<file path="src/rtl/uart_pkg.sv">
// ----------------------------------------------------------------------------
// uart_pkg
// Shared types and constants for the parametrised UART receiver.
//   rx_state_t : receiver FSM states
//   rx_word_t  : one received word with its error flags (widest data size)
//   clamp_len  : clamps the runtime frame length into [MIN_DATA_LEN, max]
// ----------------------------------------------------------------------------
package uart_pkg;

    localparam int MIN_DATA_LEN = 5;
    localparam int MIN_OSR      = 4;
    localparam int MAX_DATA_W   = 9;

    typedef enum logic [2:0] {
        ST_IDLE   = 3'd0,
        ST_START  = 3'd1,
        ST_DATA   = 3'd2,
        ST_PARITY = 3'd3,
        ST_STOP   = 3'd4,
        ST_BREAK  = 3'd5
    } rx_state_t;

    typedef struct packed {
        logic                  ferr;
        logic                  perr;
        logic [MAX_DATA_W-1:0] data;
    } rx_word_t;

    function automatic logic [3:0] clamp_len(input logic [3:0] len, input int max_len);
        if (int'(len) < MIN_DATA_LEN) return 4'(MIN_DATA_LEN);
        else if (int'(len) > max_len) return 4'(max_len);
        else return len;
    endfunction

endpackage

</file>
<file path="src/rtl/uart_rx_sync_fifo.sv">
// ----------------------------------------------------------------------------
// uart_rx_sync_fifo
// Single-clock FIFO with flush, full/empty flags and an occupancy count.
// A push while full is only accepted when a pop happens in the same cycle;
// deciding what a refused push means is left to the instantiating block.
// Ports:
//   clk, rst    clock, asynchronous active-high reset
//   flush       empties the FIFO (priority over push/pop)
//   push, wdata write request and word
//   pop         read request (ignored when empty)
//   rdata       word at the head (valid when !empty)
//   full, empty status flags
//   level       number of occupied entries
// ----------------------------------------------------------------------------
module uart_rx_sync_fifo #(
    parameter int WIDTH = 8,
    parameter int DEPTH = 16
) (
    input  logic                     clk,
    input  logic                     rst,
    input  logic                     flush,
    input  logic                     push,
    input  logic [WIDTH-1:0]         wdata,
    input  logic                     pop,
    output logic [WIDTH-1:0]         rdata,
    output logic                     full,
    output logic                     empty,
    output logic [$clog2(DEPTH):0]   level
);

    localparam int AW = $clog2(DEPTH);

    logic [WIDTH-1:0] mem [DEPTH];
    logic [AW-1:0]    wr_ptr;
    logic [AW-1:0]    rd_ptr;
    logic [AW:0]      count;
    logic             wr_en;
    logic             rd_en;

    assign full  = (count == (AW+1)'(DEPTH));
    assign empty = (count == '0);
    assign level = count;
    assign rdata = mem[rd_ptr];

    // A full FIFO still takes a word when the head leaves in the same cycle.
    assign wr_en = push && (!full || pop);
    assign rd_en = pop && !empty;

    // NOTE: sequential state is written with non-blocking assignments so every
    // flop samples the pre-edge values regardless of statement order.
    always_ff @(posedge clk or posedge rst) begin
        if (rst) begin
            wr_ptr <= '0;
            rd_ptr <= '0;
            count  <= '0;
        end else if (flush) begin
            wr_ptr <= '0;
            rd_ptr <= '0;
            count  <= '0;
        end else begin
            // Pointers are AW bits wide, so they wrap modulo DEPTH on their own.
            if (wr_en) wr_ptr <= wr_ptr + AW'(1);
            if (rd_en) rd_ptr <= rd_ptr + AW'(1);
            unique case ({wr_en, rd_en})
                2'b10:   count <= count + (AW+1)'(1);
                2'b01:   count <= count - (AW+1)'(1);
                default: count <= count;
            endcase
        end
    end

    // NOTE: the storage array has no reset; an entry is only observed after it
    // has been written, and leaving it unreset lets it map onto plain RAM.
    always_ff @(posedge clk) begin
        if (wr_en && !flush) mem[wr_ptr] <= wdata;
    end

endmodule

</file>
<file path="src/rtl/uart_rx_param.sv">
// ----------------------------------------------------------------------------
// uart_rx_param
// Oversampling UART receiver with runtime frame format and a receive FIFO.
// Each word is stored with its framing (ferr) and parity (perr) error flags.
// Optional feature macro: UART_RX_BREAK_DET_EN adds the break_det output and
// the ST_BREAK state; without it a break frame is stored as data 0 with ferr.
// Ports:
//   clk, rst                 clock, asynchronous active-high reset
//   enable, rx_enable        both high to receive; either low aborts a frame
//   parity_enable/odd        parity bit present / odd parity
//   data_len                 data bits per frame, clamped to [5,DATA_W]
//   stop_2                   two stop bits
//   osr_tick, osr_value      oversample strobe and ticks per bit
//   rxd                      asynchronous serial input
//   fifo_flush               empties the receive FIFO
//   rx_valid/rx_ready        pop handshake for the FIFO head
//   rx_data, rx_ferr, rx_perr head word and its error flags (0 when empty)
//   fifo_level               occupied FIFO entries
//   overrun                  1-cycle pulse when a word was dropped (FIFO full)
//   busy                     a frame is in progress
//   break_det                1-cycle pulse on a break frame (macro only)
// ----------------------------------------------------------------------------
module uart_rx_param
    import uart_pkg::*;
#(
    parameter int DATA_W     = 8,
    parameter int FIFO_DEPTH = 16,
    parameter int OSR_W      = 8
) (
    input  logic                          clk,
    input  logic                          rst,
    input  logic                          enable,
    input  logic                          rx_enable,
    input  logic                          parity_enable,
    input  logic                          parity_odd,
    input  logic [3:0]                    data_len,
    input  logic                          stop_2,
    input  logic                          osr_tick,
    input  logic [OSR_W-1:0]              osr_value,
    input  logic                          rxd,
    input  logic                          fifo_flush,
    output logic                          rx_valid,
    input  logic                          rx_ready,
    output logic [DATA_W-1:0]             rx_data,
    output logic                          rx_ferr,
    output logic                          rx_perr,
    output logic [$clog2(FIFO_DEPTH):0]   fifo_level,
    output logic                          overrun,
    output logic                          busy
`ifdef UART_RX_BREAK_DET_EN
    ,
    output logic                          break_det
`endif
);

    rx_state_t          state;
    logic               rx_meta, rx_sync, rx_prev;
    logic [OSR_W-1:0]   osr_lat, osr_eff, cnt;
    logic [3:0]         len_lat, bit_idx;
    logic [DATA_W-1:0]  data_r;
    logic               par_acc, perr_r, ferr_r, stop_second;
    logic               active, start_edge, sample, stop_ferr, last_stop, push_req;
    logic               fifo_full, fifo_empty, pop;
    logic [DATA_W+1:0]  fifo_wdata, head;
`ifdef UART_RX_BREAK_DET_EN
    logic               par_zero;
    logic               is_break;
`endif

    assign active     = enable && rx_enable;
    assign start_edge = rx_prev && !rx_sync;
    // Values below MIN_OSR are unsupported; treating them as MIN_OSR keeps the
    // half-bit counter load from underflowing.
    assign osr_eff    = (osr_value < OSR_W'(MIN_OSR)) ? OSR_W'(MIN_OSR) : osr_value;
    assign busy       = (state != ST_IDLE);

    // Two-flop synchroniser plus one history flop for 1->0 edge detection.
    always_ff @(posedge clk or posedge rst) begin
        if (rst) begin
            rx_meta <= 1'b1;
            rx_sync <= 1'b1;
            rx_prev <= 1'b1;
        end else begin
            rx_meta <= rxd;
            rx_sync <= rx_meta;
            rx_prev <= rx_sync;
        end
    end

    // NOTE: every always_comb output gets a default first so no path can leave
    // it unassigned and infer a latch.
    always_comb begin
        sample    = osr_tick && (cnt == '0);
        stop_ferr = ferr_r || !rx_sync;
        last_stop = (state == ST_STOP) && sample && (!stop_2 || stop_second);
`ifdef UART_RX_BREAK_DET_EN
        is_break  = (state == ST_STOP) && sample && !stop_second &&
                    (data_r == '0) && par_zero && !rx_sync;
        push_req  = active && last_stop && !is_break;
`else
        push_req  = active && last_stop;
`endif
    end

    assign fifo_wdata = {stop_ferr, perr_r, data_r};

    always_ff @(posedge clk or posedge rst) begin
        if (rst) begin
            state       <= ST_IDLE;
            osr_lat     <= '0;
            len_lat     <= '0;
            cnt         <= '0;
            bit_idx     <= '0;
            data_r      <= '0;
            par_acc     <= 1'b0;
            perr_r      <= 1'b0;
            ferr_r      <= 1'b0;
            stop_second <= 1'b0;
`ifdef UART_RX_BREAK_DET_EN
            par_zero    <= 1'b1;
`endif
        end else if (!active) begin
            state <= ST_IDLE;
        end else begin
            unique case (state)
                ST_IDLE: begin
                    if (start_edge) begin
                        osr_lat     <= osr_eff;
                        len_lat     <= clamp_len(data_len, DATA_W);
                        // Counter counts down and samples on the tick where it is 0.
                        cnt         <= (osr_eff >> 1) - OSR_W'(1);
                        data_r      <= '0;
                        par_acc     <= 1'b0;
                        perr_r      <= 1'b0;
                        ferr_r      <= 1'b0;
                        stop_second <= 1'b0;
`ifdef UART_RX_BREAK_DET_EN
                        par_zero    <= 1'b1;
`endif
                        state       <= ST_START;
                    end
                end
                ST_START: begin
                    if (osr_tick) begin
                        if (cnt != '0) begin
                            cnt <= cnt - OSR_W'(1);
                        end else if (!rx_sync) begin
                            cnt     <= osr_lat - OSR_W'(1);
                            bit_idx <= '0;
                            state   <= ST_DATA;
                        end else begin
                            state <= ST_IDLE;
                        end
                    end
                end
                ST_DATA: begin
                    if (osr_tick) begin
                        if (cnt != '0) begin
                            cnt <= cnt - OSR_W'(1);
                        end else begin
                            data_r  <= data_r | (DATA_W'(rx_sync) << bit_idx);
                            par_acc <= par_acc ^ rx_sync;
                            cnt     <= osr_lat - OSR_W'(1);
                            bit_idx <= bit_idx + 4'd1;
                            if (bit_idx == len_lat - 4'd1)
                                state <= parity_enable ? ST_PARITY : ST_STOP;
                        end
                    end
                end
                ST_PARITY: begin
                    if (osr_tick) begin
                        if (cnt != '0) begin
                            cnt <= cnt - OSR_W'(1);
                        end else begin
                            perr_r <= (rx_sync != (parity_odd ? !par_acc : par_acc));
`ifdef UART_RX_BREAK_DET_EN
                            par_zero <= !rx_sync;
`endif
                            cnt    <= osr_lat - OSR_W'(1);
                            state  <= ST_STOP;
                        end
                    end
                end
                ST_STOP: begin
                    if (osr_tick) begin
                        if (cnt != '0) begin
                            cnt <= cnt - OSR_W'(1);
`ifdef UART_RX_BREAK_DET_EN
                        end else if (is_break) begin
                            state <= ST_BREAK;
`endif
                        end else if (stop_2 && !stop_second) begin
                            stop_second <= 1'b1;
                            ferr_r      <= stop_ferr;
                            cnt         <= osr_lat - OSR_W'(1);
                        end else begin
                            state <= ST_IDLE;
                        end
                    end
                end
`ifdef UART_RX_BREAK_DET_EN
                ST_BREAK: begin
                    if (rx_sync) state <= ST_IDLE;
                end
`endif
                default: state <= ST_IDLE;
            endcase
        end
    end

    assign pop = rx_valid && rx_ready;

    uart_rx_sync_fifo #(
        .WIDTH (DATA_W + 2),
        .DEPTH (FIFO_DEPTH)
    ) u_fifo (
        .clk   (clk),
        .rst   (rst),
        .flush (fifo_flush),
        .push  (push_req),
        .wdata (fifo_wdata),
        .pop   (pop),
        .rdata (head),
        .full  (fifo_full),
        .empty (fifo_empty),
        .level (fifo_level)
    );

    // Head fields are masked while empty so the outputs read 0 out of reset.
    assign rx_valid = !fifo_empty;
    assign rx_data  = rx_valid ? head[DATA_W-1:0] : '0;
    assign rx_perr  = rx_valid && head[DATA_W];
    assign rx_ferr  = rx_valid && head[DATA_W+1];

    always_ff @(posedge clk or posedge rst) begin
        if (rst) begin
            overrun <= 1'b0;
        end else begin
            overrun <= push_req && fifo_full && !pop && !fifo_flush;
        end
    end

`ifdef UART_RX_BREAK_DET_EN
    always_ff @(posedge clk or posedge rst) begin
        if (rst) begin
            break_det <= 1'b0;
        end else begin
            break_det <= active && is_break;
        end
    end
`endif

endmodule
</file>
<file path="config.mk">
export PLATFORM = sky130hd
export DESIGN_NAME = uart_rx_param
export DESIGN_NICKNAME = d
export VERILOG_FILES = /design/src/rtl/uart_pkg.sv /design/src/rtl/uart_rx_sync_fifo.sv /design/src/rtl/uart_rx_param.sv
export SDC_FILE = /design/constraint.sdc
export NUM_CORES = 1
export LEC_CHECK = 0
export ABC_AREA = 1
export BUFFER_PORTS_ARGS = -buffer_cell sky130_fd_sc_hd__buf_2
export CAP_MARGIN = 20
export CELL_PAD_IN_SITES_DETAIL_PLACEMENT = 0
export CELL_PAD_IN_SITES_GLOBAL_PLACEMENT = 2
export CORE_ASPECT_RATIO = 0.8
export CORE_MARGIN = 4
export CORE_UTILIZATION = 46
export CTS_BUF_LIST = sky130_fd_sc_hd__clkbuf_8
export CTS_CLUSTER_SIZE = 30
export DETAILED_ROUTE_END_ITERATION = 16
export GPL_TIMING_DRIVEN = 0
export PLACE_DENSITY_LB_ADDON = 0.1
export SYNTH_ARGS = -nofsm -noshare
export SYNTH_HDL_FRONTEND = slang
export SYNTH_SLANG_ARGS = --single-unit
</file>
<file path="constraint.sdc">
create_clock -name clk -period 3.2 [get_ports clk]
set_clock_uncertainty 0.1 [all_clocks]
set_input_delay 0.32 -clock clk [delete_from_list [all_inputs] [get_ports clk]]
set_output_delay 0.32 -clock clk [all_outputs]
set_load 0.02 [all_outputs]
</file>
Word-level counts from Yosys, hierarchy flattened:

Memory sizes are Yosys's and may differ from the RTL's.
Cells that the tools add are included.

* logic and storage cells: 178
* memories: 1
* input port bits: 23
* bits in registers: 56
* output and inout port bits: 18
* bits in writable memories: 160

Memories
* u_fifo.mem: words 16, width 10, read ports 1, clocked after Yosys merged registers in 0, wr ports 1, line uart_rx_sync_fifo.sv:33 `logic [WIDTH-1:0] mem [DEPTH];`

* bitwise logic cells: 2
* add/sub/neg operators: 9
* reductions and logical operators: 48
* equal/unequal tests: 34
* shift operators: 1
* muxes and demuxes: 63
* $lt $le $gt $ge: 3

Operators by type and width (count)
* $mux W8: 14
* $mux W4: 11
* $mux W3: 13
* $ne A3 B3 Y1 const B: 12
* $pmux W8 S4: 1
* $ne A2 B2 Y1 const B: 10
* $logic_and A1 B1 Y1: 16
* $pmux W8 S2: 1
* $sub A8 B1 Y8 const B: 2
* $pmux W3 S5: 1
* $mux W1: 14
* $add A4 B1 Y4 const B: 3
* $reduce_bool A2 Y1: 6
* $reduce_and A11 Y1: 1
* $pmux W5 S2: 1
* $reduce_and A5 Y1: 2
* $logic_not A1 Y1: 8
* $logic_not A8 Y1: 1
* $lt A8 B3 Y1 const B: 1
* $or A8 B8 Y8: 1
* $pmux W1 S2: 4
* $pmux W4 S2: 1
* $reduce_and A8 Y1: 1
* $reduce_bool A8 Y1: 1
* other kinds (29): 34

Longest topological paths before layout:

* word-level depth: 9
* mapped depth: 17
* mapped depth without buffers: 17

Modules after synthesis:

From an unflattened synthesis, not the netlist that was laid out.

* cell total of the unflattened synthesis: 964
* area, all modules: 9993.3 um^2

By module, submodules not included
* uart_rx_sync_fifo: instances 1, area each 7298.2 um^2, cells an instance 598, sequential area each 5129.9 um^2
* uart_rx_param: instances 1, area each 2695.1 um^2, cells an instance 366, sequential area each 1079.8 um^2

Worst setup path after synthesis:

No wires, ideal clock.

* path kind: register to register
* start: register u_fifo.count[3], in the netlist u_fifo.level[3]
* end: register u_fifo.count[4], in the netlist u_fifo.level[4]
* path slack: 847 ps
* required time: 2983 ps
* data arrival time: 2136 ps
* setup time: 117 ps
* clock period less this slack: 2353 ps
* stages on the path, launching flop included: 15
* buffers on the path: 0
* cell sequence: dfrtp_1 nor2_1 nand4_1 nand2_1 inv_1 nand2_2 inv_1 ha_1 inv_1 o21bai_1 inv_1 nand2_1 nand2_1 nand3_1 nand2_1

* longest elaborated chain between the ends: 8
* elaborated cells between the ends (all ways): 15
* those cells by class: add/sub: 2; eq/ne: 3; mux: 2; reduce/logical: 8

RTL lines
* start, declared: line uart_rx_sync_fifo.sv:36 `logic [AW:0] count;`
* start signal, assigned: line uart_rx_sync_fifo.sv:65 `2'b10: count <= count + (AW+1)'(1);`
* start signal, assigned: line uart_rx_sync_fifo.sv:66 `2'b01: count <= count - (AW+1)'(1);`
* start signal, assigned: line uart_rx_sync_fifo.sv:67 `default: count <= count;`
* $logic_not A5 Y1 *: line uart_rx_sync_fifo.sv:41 `assign empty = (count == '0);`
* $logic_not A1 Y1 *: line uart_rx_param.sv:230 `assign rx_valid = !fifo_empty;`
* named net rx_valid: line uart_rx_param.sv:42 `output logic rx_valid,`
* $logic_and A1 B1 Y1: line uart_rx_param.sv:211 `assign pop = rx_valid && rx_ready;`
* $logic_or A1 B1 Y1: line uart_rx_sync_fifo.sv:46 `assign wr_en = push && (!full || pop);`
* $logic_and A1 B1 Y1: line uart_rx_sync_fifo.sv:46
* $eq A2 B1 Y1 or $eq A2 B2 Y1 (tied branches): line uart_rx_sync_fifo.sv:64 `unique case ({wr_en, rd_en})`
* $pmux W5 S2: line uart_rx_sync_fifo.sv:64
* $mux W5: line uart_rx_sync_fifo.sv:56 `end else if (flush) begin`

The timed path passes the listed nets; every way through them passes the cells marked *.
A chain may end at the register's enable or synchronous reset.

Final worst setup path:

* start: register u_fifo.rd_ptr[1]
* end: output port rx_data[7]

* longest elaborated chain between the ends: 2

RTL lines
* start, declared: line uart_rx_sync_fifo.sv:35 `logic [AW-1:0] rd_ptr;`
* start signal, assigned: line uart_rx_sync_fifo.sv:63 `if (rd_en) rd_ptr <= rd_ptr + AW'(1);`
* $mem_v2 Z16 W10
* $mux W8: line uart_rx_param.sv:231 `assign rx_data = rx_valid ? head[DATA_W-1:0] : '0;`
* end, declared: line uart_rx_param.sv:44 `output logic [DATA_W-1:0] rx_data,`

Every way passes these cells.

==> impl_metrics.ini <==
[logic_synthesis]
ys.flop_type = edfxtp_1
ys_top_cells_by_area = edfxtp_1 (50%), dfrtp_1 (14%), nor2_1 (5.6%)
synthArstFlopShare_pct = 25.9
synth_edf_count = 160
ys_types = 46
synth.top_cell.area_share_pct = 50.4
yosysSeqAreaShare_pct = 65.1
avgSynthCellArea_um2 = 10.7
ys_ff_latch = 216
yosysWarnings = 0
synth_common_cells = edfxtp_1 (160), nor2_1 (141), nand2_1 (119)
synth_most_common_cell = edfxtp_1
netlist_instances = 894
netlist_area_um2 = 9540
syn_nets = 927
yosysTopAreaCell = edfxtp_1

[place]
globalplace.congestion = 0.878
pre_cts_ws_ps = 139
port_buffers = 40
dpl.hpwl_um = 16500

[worst_setup_path]
path_max_fanout = 10
worst-setup-path-type = flop to output pin
end_kind = output pin
r2r.worst_path.cells = 7
critPathRequiredTime_ps = 2780
critPathArrivalTime_ps = 2650
start_kind = flop

[route]
dr.pass1.iters = 5
via_per_inst = 5.49
via_count = 7060
postRouteAntennaNets = 0
wl_per_cell_um = 19.1
drt-total-wl_um = 24600
dr.first_iter.drc_count = 661
drc = 0

[floorplan]
io_pins = 41
die_w_um = 169
start_util_pct = 47.5
core_um2 = 20100
row_count = 46
die_h_um = 137
dieArea_um2 = 23100

[cts]
postCtsSetupBuffers = 0
cts.sinks = 216
cts_inserted_buffers = 36
path_clk_slew_ps = 60
tritoncts = built
cts_max_path_buffers = 3
htreeDepth = 2
insertion_delay_ps = 520
ctsRootBufferMaster = clkbuf_8

[hold_path]
hp-class = input port to flop
hold_depth = 3

[layout]
nets = 1029
layout-drive-gt1-share_pct = 14.3
syn_to_final_growth_pct = 16.0
antenna_cells = 0

[power_and_ir_drop]
p_sw_uw = 2440
switching_share_pct = 32.4
leakage_uw = 0.00446
p_seq_share_pct = 43.0
p_per_area_nw_per_um2 = 680
pwr-share-clk_pct = 33.1
p_comb_share_pct = 23.9
power.internal_uw = 5090
ir_worst_vdd_v = 0.000406
p_total_uw = 7530

[timing]
worst_slew_pin_slew_ps = 1090
rsz0062_at_grt = false
max_freq_ghz = 0.325
hold_viol_final = 0
setup_viol = 0
fin_tns_setup_ps = 0
fin_crit_ps = 3070
fin_ws_ps = 127
slew_viol_final = 0
period_share_pct = 96.0
relSlewSlack_pct = 27.3

[global_routing]
antenna_found_initial = 0
grt_pass1_vias = 6798
grt_pass1_wl_um = 37800
grtUsageTotal_pct = 21.5
use_met1_pct = 29.2
grt.busiest_layer = met2
use_met3_pct = 3.49
grt_max_degree = 34
grt_overflow = 0
met2_usage_pct = 35.5

[run]
maxCapViolations = 0

[outcome]
outcome = finished clean
==> stage by stage <==
step	instances	cell area, um2	hold WS, ps	util (%)
after global placement	1198	10100	247	50.1
final	1286	11100	34.3	55.1
after detailed placement	1199	10100	250	50.2
after floorplan	894	9540	224	-
after CTS	1279	11000	0.466	54.7
after global routing	1286	11100	37.1	55.1
==> cells in the final DEF, fill, tap and decap left out, types with 7 or more instances in the layout <==
| master | netlist | final |
|---|---|---|
| o221ai_1 | 26 | 26 |
| nand2_1 | 119 | 119 |
| o21ai_0 | 105 | 104 |
| clkbuf_1 | 31 | 16 |
| dfrtp_1 | 53 | 53 |
| clkbuf_8 | 0 | 37 |
| nor2_1 | 141 | 141 |
| edfxtp_1 | 160 | 160 |
| xnor2_1 | 7 | 7 |
| buf_2 | 4 | 44 |
| nor3_1 | 9 | 9 |
| ha_1 | 10 | 10 |
| inv_1 | 65 | 75 |
| clkbuf_2 | 0 | 15 |
| clkinv_1 | 3 | 8 |
| o21ai_1 | 8 | 9 |
| dlygate4sd3_1 | 0 | 16 |
| o22ai_1 | 14 | 14 |
| nand3_1 | 55 | 55 |
| a21oi_1 | 24 | 24 |
==> logic make-up after synthesis <==
family	after synthesis	synth area share [%]
AO/OA/AOI/OAI	194	12.0
XOR/XNOR	12	1.10
adder cells (fa/ha/maj)	10	1.31
buffers and inverters	109	4.46
flip-flops	216	65.1
AND/OR/NAND/NOR	353	16.0
==> metal layers <==
metal  wire length, um  part of all wire [%]
met5                 0                     0
met2             11500                    47
met3              1580                   6.4
met4               704                   2.9
met1             10800                    44
==> flip-flops by register name, indices dropped and copies added, names as in the netlist, 3 cells and up <==
name,flops
u_fifo.mem,160
cnt,8
u_fifo.rd_ptr,4
state,3
osr_lat,8
data_r,8
u_fifo.wr_ptr,4
bit_idx,4
len_lat,4
u_fifo.level,5
==> power groups by stage <==
stage                     Sequential (uW)  Clock, uW  Combinational, uW
after floorplan                      3290          0               1140
after global placement               3280          0               1730
after detailed placement             3290          0               1760
after CTS                            3230       2550               1780
after global routing                 3250       2670               1980
final                                3230       2490               1800
==> path summary, 6_finish.rpt <==
check / from / to / slack (ps)
setup / recovery: u_fifo.rd_ptr[1] / rx_data[7] / 130
hold / removal: osr_value[5] / osr_lat[5] / 30
setup reg to reg: cnt[7] / u_fifo.mem[12][9] / 270
hold reg to reg: rx_meta / rx_sync / 260
max in group asynchronous: rst / osr_lat[7] / 2100
min in group asynchronous: rst / stop_second / 300
==> final cells by class <==
type,instances,area (um2)
repair buffers,64,444
plain buffers,38,181
clock buffers,37,509
flip-flops and latches,216,6210
clock inverters,27,218
fillers,1747,9030
well taps,264,330
inverters,71,268
multi-input cells,569,2900
==> worst max-delay path, stage by stage (launching register included) <==
cell	delay (ps)
dfrtp_1	510
inv_2	210
clkbuf_1	400
o21ai_0	190
o221ai_1	230
nand3_1	160
a21oi_1	220
buf_2	200
==> what timing repair did <==
item                       in CTS  in global routing
hold endpoints to repair       37                  0
cloned                          0                  0
hold buffers                   16                  0
resized for setup               5                 27
setup endpoints to repair       7                 10
Power figures use the tool's default switching activity.
